$ cat src/rtl/seq_add_acc_pkg.sv
// Shared definitions for the sequential adder/accumulator: operation modes
// and the channel-select width helper.
package seq_add_acc_pkg;

   typedef enum logic [1:0] {
      MODE_SUM      = 2'b00,
      MODE_ACC_WRAP = 2'b01,
      MODE_ACC_SAT  = 2'b10,
      MODE_HOLD     = 2'b11
   } mode_e;

   localparam int MAX_CHANNELS = 8;

   // A single-channel build still carries a 1-bit select so the port never vanishes.
   function automatic int ch_width(input int channels);
      return (channels > 1) ? $clog2(channels) : 1;
   endfunction

endpackage

$ cat src/rtl/seq_add_acc_acc_channel.sv
// One accumulator with its sticky overflow flag; wraps or saturates on carry-out
// depending on the mode, and exposes the candidate next value for the result path.
module acc_channel
   import seq_add_acc_pkg::*;
#(
   parameter int DATA_W = 8,
   parameter int ACC_W  = 16
) (
   input  logic              clk,
   input  logic              rst_n,
   input  logic              i_en,
   input  logic              i_clr,
   input  mode_e             i_mode,
   input  logic [DATA_W:0]   i_addend,
   output logic [ACC_W-1:0]  o_acc,
   output logic [ACC_W-1:0]  o_acc_next,
   output logic              o_ovf
);

   logic [ACC_W-1:0] r_acc;
   logic             r_ovf;
   logic [ACC_W:0]   w_sum;
   logic             w_carry;
   logic             w_accum;

   always_comb begin
      w_sum      = {1'b0, r_acc} + {{(ACC_W-DATA_W){1'b0}}, i_addend};
      w_carry    = w_sum[ACC_W];
      w_accum    = 1'b0;
      o_acc_next = r_acc;
      case (i_mode)
         MODE_ACC_WRAP: begin
            w_accum    = 1'b1;
            o_acc_next = w_sum[ACC_W-1:0];
         end
         MODE_ACC_SAT: begin
            w_accum    = 1'b1;
            o_acc_next = w_carry ? '1 : w_sum[ACC_W-1:0];
         end
         default: ;
      endcase
   end

   // Clear has priority over an accumulate in the same cycle.
   always_ff @(posedge clk or negedge rst_n) begin
      if (!rst_n) begin
         r_acc <= '0;
         r_ovf <= 1'b0;
      end else if (i_clr) begin
         r_acc <= '0;
         r_ovf <= 1'b0;
      end else if (i_en && w_accum) begin
         r_acc <= o_acc_next;
         if (w_carry) r_ovf <= 1'b1;
      end
   end

   assign o_acc = r_acc;
   assign o_ovf = r_ovf;

endmodule

$ cat src/rtl/tt_um_seq_add_acc.sv
// Tiny Tapeout wrapper: continuous SUM of ui_in and uio_in on channel 0;
// status bits are placed on uio_out but the bidirectional pins stay inputs.
module tt_um_seq_add_acc
   import seq_add_acc_pkg::*;
(
   input  logic [7:0] ui_in,
   output logic [7:0] uo_out,
   input  logic [7:0] uio_in,
   output logic [7:0] uio_out,
   output logic [7:0] uio_oe,
   input  logic       ena,
   input  logic       clk,
   input  logic       rst_n
);

   logic w_out_valid;
   logic w_ovf;

   seq_add_acc #(
      .DATA_W   (8),
      .ACC_W    (16),
      .CHANNELS (2)
   ) u_core (
      .clk        (clk),
      .rst_n      (rst_n),
      .ena        (ena),
      .a_in       (ui_in),
      .b_in       (uio_in),
      .in_valid   (1'b1),
      .mode       (MODE_SUM),
      .ch_sel     (1'b0),
      .clr        (1'b0),
      .hi_sel     (1'b0),
      .result_out (uo_out),
      .out_valid  (w_out_valid),
      .ovf        (w_ovf)
   );

   assign uio_out = {6'b0, w_ovf, w_out_valid};
   assign uio_oe  = 8'h00;

endmodule

$ cat src/rtl/seq_add_acc.sv
// Sequential adder with CHANNELS independent accumulators; one-cycle latency
// from an accepted operation to result_out/out_valid.
module seq_add_acc
   import seq_add_acc_pkg::*;
#(
   parameter int DATA_W   = 8,
   parameter int ACC_W    = 16,
   parameter int CHANNELS = 2
) (
   input  logic                           clk,
   input  logic                           rst_n,
   input  logic                           ena,
   input  logic [DATA_W-1:0]              a_in,
   input  logic [DATA_W-1:0]              b_in,
   input  logic                           in_valid,
   input  logic [1:0]                     mode,
   input  logic [ch_width(CHANNELS)-1:0]  ch_sel,
   input  logic                           clr,
   input  logic                           hi_sel,
   output logic [DATA_W-1:0]              result_out,
   output logic                           out_valid,
   output logic                           ovf
);

   localparam int CH_W  = ch_width(CHANNELS);
   localparam int RES_W = 2 * DATA_W;

   mode_e               w_mode;
   logic [DATA_W:0]     w_sum_ab;
   logic [CHANNELS-1:0] w_ch_hit;
   logic                w_ch_ok;
   logic                w_op;
   logic                w_clr_go;
   logic [ACC_W-1:0]    w_acc      [CHANNELS];
   logic [ACC_W-1:0]    w_acc_next [CHANNELS];
   logic [CHANNELS-1:0] w_ovf;
   logic [ACC_W-1:0]    w_sel_acc;
   logic [ACC_W-1:0]    w_sel_next;
   logic                w_last_ovf;
   logic [RES_W-1:0]    w_res_next;

   logic [RES_W-1:0]    r_result;
   logic                r_hi_sel;
   logic                r_out_valid;
   logic [CH_W-1:0]     r_last_ch;

   function automatic logic [RES_W-1:0] widen_acc(input logic [ACC_W-1:0] v);
      logic [RES_W-1:0] r;
      r            = '0;
      r[ACC_W-1:0] = v;
      return r;
   endfunction

   assign w_mode   = mode_e'(mode);
   assign w_sum_ab = {1'b0, a_in} + {1'b0, b_in};

   // Decode by comparison so out-of-range selects simply hit nothing.
   always_comb begin
      w_ch_hit   = '0;
      w_sel_acc  = '0;
      w_sel_next = '0;
      w_last_ovf = 1'b0;
      for (int i = 0; i < CHANNELS; i++) begin
         if (ch_sel == CH_W'(i)) begin
            w_ch_hit[i] = 1'b1;
            w_sel_acc   = w_acc[i];
            w_sel_next  = w_acc_next[i];
         end
         if (r_last_ch == CH_W'(i)) w_last_ovf = w_ovf[i];
      end
   end

   assign w_ch_ok  = |w_ch_hit;
   assign w_op     = ena & in_valid & w_ch_ok;
   assign w_clr_go = ena & clr & w_ch_ok;

   for (genvar g = 0; g < CHANNELS; g++) begin : g_ch
      acc_channel #(
         .DATA_W (DATA_W),
         .ACC_W  (ACC_W)
      ) u_ch (
         .clk        (clk),
         .rst_n      (rst_n),
         .i_en       (w_op & w_ch_hit[g]),
         .i_clr      (w_clr_go & w_ch_hit[g]),
         .i_mode     (w_mode),
         .i_addend   (w_sum_ab),
         .o_acc      (w_acc[g]),
         .o_acc_next (w_acc_next[g]),
         .o_ovf      (w_ovf[g])
      );
   end

   always_comb begin
      w_res_next = '0;
      if (!clr) begin
         case (w_mode)
            MODE_SUM:  w_res_next[DATA_W:0] = w_sum_ab;
            MODE_HOLD: w_res_next = widen_acc(w_sel_acc);
            default:   w_res_next = widen_acc(w_sel_next);
         endcase
      end
   end

   // out_valid is refreshed even while ena is low so a stale pulse cannot linger.
   always_ff @(posedge clk or negedge rst_n) begin
      if (!rst_n) begin
         r_result    <= '0;
         r_hi_sel    <= 1'b0;
         r_out_valid <= 1'b0;
         r_last_ch   <= '0;
      end else begin
         r_out_valid <= w_op;
         if (w_op) begin
            r_result <= w_res_next;
            r_hi_sel <= hi_sel;
         end
         if (w_op || w_clr_go) r_last_ch <= ch_sel;
      end
   end

   assign result_out = r_hi_sel ? r_result[RES_W-1:DATA_W] : r_result[DATA_W-1:0];
   assign out_valid  = r_out_valid;
   assign ovf        = w_last_ovf;

endmodule

$ cat config.mk
export PLATFORM = sky130hd
export DESIGN_NAME = tt_um_seq_add_acc
export DESIGN_NICKNAME = d
export VERILOG_FILES = /design/src/rtl/seq_add_acc_pkg.sv /design/src/rtl/seq_add_acc_acc_channel.sv /design/src/rtl/tt_um_seq_add_acc.sv /design/src/rtl/seq_add_acc.sv
export SDC_FILE = /design/constraint.sdc
export NUM_CORES = 1
export LEC_CHECK = 0
export BUFFER_PORTS_ARGS = -buffer_cell sky130_fd_sc_hd__buf_2
export CORE_MARGIN = 2
export CORE_UTILIZATION = 46
export CTS_BUF_LIST = sky130_fd_sc_hd__clkbuf_8
export CTS_CLUSTER_DIAMETER = 100
export DETAILED_ROUTE_END_ITERATION = 10
export GPL_ROUTABILITY_DRIVEN = 0
export PLACE_DENSITY = 0.89
export SKIP_CTS_REPAIR_TIMING = 1
export SLEW_MARGIN = 25
export SYNTH_ARGS = -nofsm -noshare
export SYNTH_HDL_FRONTEND = slang
export SYNTH_SLANG_ARGS = --single-unit
export TNS_END_PERCENT = 20
$ cat constraint.sdc
create_clock -name clk -period 0.9 [get_ports clk]
set_input_delay 0.09 -clock clk [delete_from_list [all_inputs] [get_ports clk]]
set_output_delay 0.09 -clock clk [all_outputs]
set_load 0.1 [all_outputs]
==> summary by stage <==
Pwr
The sequential power share is 21.1%. The net switching power figure is 0.001318 W. The share of total power dissipated in combinational logic is 60.9%. The analysis attributes to cell leakage a power of 0.5883 nW. The part of the total power dissipated in the clock network is 18.0%. Cell internal power was estimated by the tool at 0.001325 W. The power density of the placed cells is 2034 nW/um^2.

The worst voltage drop across the vdd grid is 1.645 mV. Net switching is 49.87% of the power.

Worst setup path
At the worst endpoint, the required time is 1010 ps. The worst register-to-register path has a setup slack of 60 ps. STA classifies the critical path startpoint as an input port. The data arrival time at the worst-slack endpoint is 1380 ps. The depth of the worst register-to-register path is 3. The worst setup path is captured at a flop. The peak fanout along the critical path is 3. The worst register-to-register path ends at u_core.r_result[6]. The critical path is of the in -> reg type. The worst register-to-register path begins at u_core.r_result[6].

Clock network
The number of sinks driven by the clock tree is 9. The source-to-sink clock delay at the later pin of the worst-skew pair is 240 ps. The deepest level of the CTS H-tree is 1. Clock-pin slew was measured on the worst setup and hold paths at 50 ps. The clock tree root driver cell is clkbuf_8. The number of buffers created by CTS is 3.

The clock tree from TritonCTS is yes. The clock passes through at most 2 buffers.

Routing
The number of nets with antenna violations after routing is 0. The number of remaining DRC errors is 0. The detailed router placed 798 vias in this run.

The routed length per instance is 16.70 um. Using the TritonRoute via totals, the vias-per-cell ratio works out to 5.580. Wires add up to 2388 um. The length of the first detailed-routing pass in iterations is 4. The initial detailed-routing violation count is 18.

Synth
The biggest area contributor in the post-synthesis netlist is dfrtp_1. Among all flip-flop cells after synthesis, the most frequent one is dfrtp_1. The library cell with the highest instance count after synthesis is buf_4. Yosys mapped a number of flops with a built-in enable equal to 0. The fraction of post-synthesis cell area in the top cell type by area is 28.04%. The synthesis warning total is 0.

The mean post-synth cell area is 9.450 um^2. The synthesized instance count is 85. By count the netlist is led by 17 x buf_4, 9 x dfrtp_1, 7 x ha_1. Sorting the synthesized cells by area gives the leading types as dfrtp_1 28%, buf_4 16%, ha_1 11%. The share of the Yosys chip area taken by registers is 28.04%.

The async set or reset register ratio after synthesis is 100.0%. The number of distinct library cells after synthesis is 32. The flip-flop and latch count after synthesis is 9. The area of the mapped netlist is 803.3 um^2.

Worst hold path
For hold timing, the worst endpoint is u_core.r_result[0]. In this run the worst hold path is classified as in -> reg. In this run the most critical hold path is launched from ui_in[0]. The worst hold path was traced through 3 stages.

Floorplanning
The core outline area is 1689 um^2. The die is 45.79 um wide. The number of placement rows is 15. The starting density of the core is 47.56%. The floorplan die area is 2097 um^2. In this run the count of I/O pins placed on the die edge is 43. The floorplan step set the die height to 45.79 um.

STA
The final count of negative-setup-slack endpoints is 15. The smallest clock period supported by the final layout is computed as 1272 ps. The worst path uses 141.3% of the clock period. The max-slew violation count is 0. Once routing completed, OpenROAD measured the worst setup slack at -371.9 ps. The number of failing hold endpoints at the final stage was 0. Based on the critical path, the design can be clocked at up to 0.7862 GHz.

In the final timing run, aggregate negative setup slack is -1374 ps. Setup repair after global routing could not meet its margin everywhere. Across the routed clock network, the largest skew measured is 0 ps.

Layout
Once layout is complete, the cells apart from fillers number 143. At the end of the flow, the number of nets in the layout was 154. The multi-input combinational cells in the finished layout cover a total of 576.8 um^2. The total of fill cells in the finished design is 110. The antenna diode count is 0.

Cells with a size suffix above 1 make up 50.79% of the layout. The flip-flop and latch area is 231.5 um^2. The area growth from synthesis to layout is 61.84%.

The total non-filler cell area in the finished layout is 1300 um^2.

Global route
Entering global routing, the biggest net connects 10 pins. The number of global-route vias before repair came to 704. The first global-routing pass estimated 3194 um of wire.

The number of antenna violations at the first check in global routing is 0. The leftover overflow at the end of global routing is 0. In the global route stage, overall resource usage came out at 22.17%.

Placement
The count of buffers added on input and output ports is 27. Once placement completed, the tool counted placed cells totaling 135. The wire-length estimate of the detail-placed layout is 1614 um. The placed standard-cell area is 1126 um^2.

Status
The flow ran to the end, but the final reports show violations. The final reports fail on negative setup slack.

Job
Across the run, the number of max-cap violations was 0.
==> power by group through the flow <==
| stage | Combinational, W | Clock (W) | Sequential (W) |
|---|---|---|---|
| 6_report | 0.00161 | 0.000476 | 0.000558 |
| 3_3_place_gp | 0.00146 | 0 | 0.000561 |
| 4_1_cts | 0.00150 | 0.000484 | 0.000558 |
| 3_5_place_dp | 0.00149 | 0 | 0.000564 |
| 2_1_floorplan | 0.000608 | 0 | 0.00101 |
| 5_1_grt | 0.00166 | 0.000502 | 0.000564 |
==> state kept, by name (all words and copies together) (netlist names) <==
| signal | cells |
|---|---|
| u_core.out_valid | 1 |
| u_core.r_result | 8 |
==> cells in the final DEF (no fill, tap or decap), types with 2 or more instances in the layout <==
master     netlist  layout
o2bb2ai_1        2       2
buf_4           17      12
dfrtp_1          9       4
clkbuf_8         0       3
a21oi_1          3       3
a211oi_2         1       3
buf_12           0       9
conb_1           1      15
nand3_1          2       2
o21bai_1         2       2
dfrtp_2          0       5
o211ai_1         3       3
nor2_1           3       3
ha_4             0       5
buf_6            0       4
nand2_1          4       4
buf_2            1      14
o21ai_0          3       2
nand3b_1         3       3
inv_1            4       5
==> worst max-delay path by stage <==
stage,startpoint,to,slack [ps],cells after the start
finish,ui_in[0],u_core.r_result[6],-370,7
detailed placement,ui_in[0],u_core.r_result[6],-510,7
floorplan,ui_in[0],u_core.r_result[6],-300,6
global placement,ui_in[0],u_core.r_result[6],-450,7
CTS,ui_in[0],u_core.r_result[6],-270,7
global route,uio_in[0],u_core.r_result[6],-400,7
==> critical path, cell delays in order <==
cell and delay (ps):
buf_8 100, ha_4 160, fa_2 400, a211oi_2 290
o21bai_1 150, nand4_1 120, o211ai_1 80
==> cell type report <==
cell class,instances,share of cell area (%)
multi-input combinational,68,44.37
clock inverter,1,0.2887
tap,17,1.636
sequential,9,17.81
timing repair buffer,41,31.57
clock buffer,3,3.176
inverter,4,1.155
==> metal layers <==
metal / track usage (%) / share of wire, % / vias up
li1: - / - / 363
met1: 25.37 / 37 / 382
met2: 38.87 / 55 / 45
met3: 7.143 / 6.1 / 8
met4: 6.857 / 2.1 / 0
met5: 0 / 0 / -
==> cells by family after synthesis <==
kind of cell | synth area share (%)
compound gates | 24.77
flops | 28.04
buf+inv | 18.38
xor+xnor | 2.181
mux | 2.804
fa+ha+maj | 13.40
simple gates | 9.969
other cells | 0.4668
==> through the flow <==
step | power [W] | hold slack [ps] | util [%] | setup WS, ps
finish | 0.002644 | 207.3 | 76.96 | -371.9
CTS | 0.002540 | -298.9 | 69.33 | -266.9
floorplan | 0.001615 | -205.6 | - | -300.3
detailed placement | 0.002054 | -43.26 | 66.67 | -515.0
global placement | 0.002019 | -51.22 | 66.67 | -453.4
global route | 0.002730 | 214.9 | 76.96 | -402.3
No activity file was read; power rests on OpenSTA's default activity.
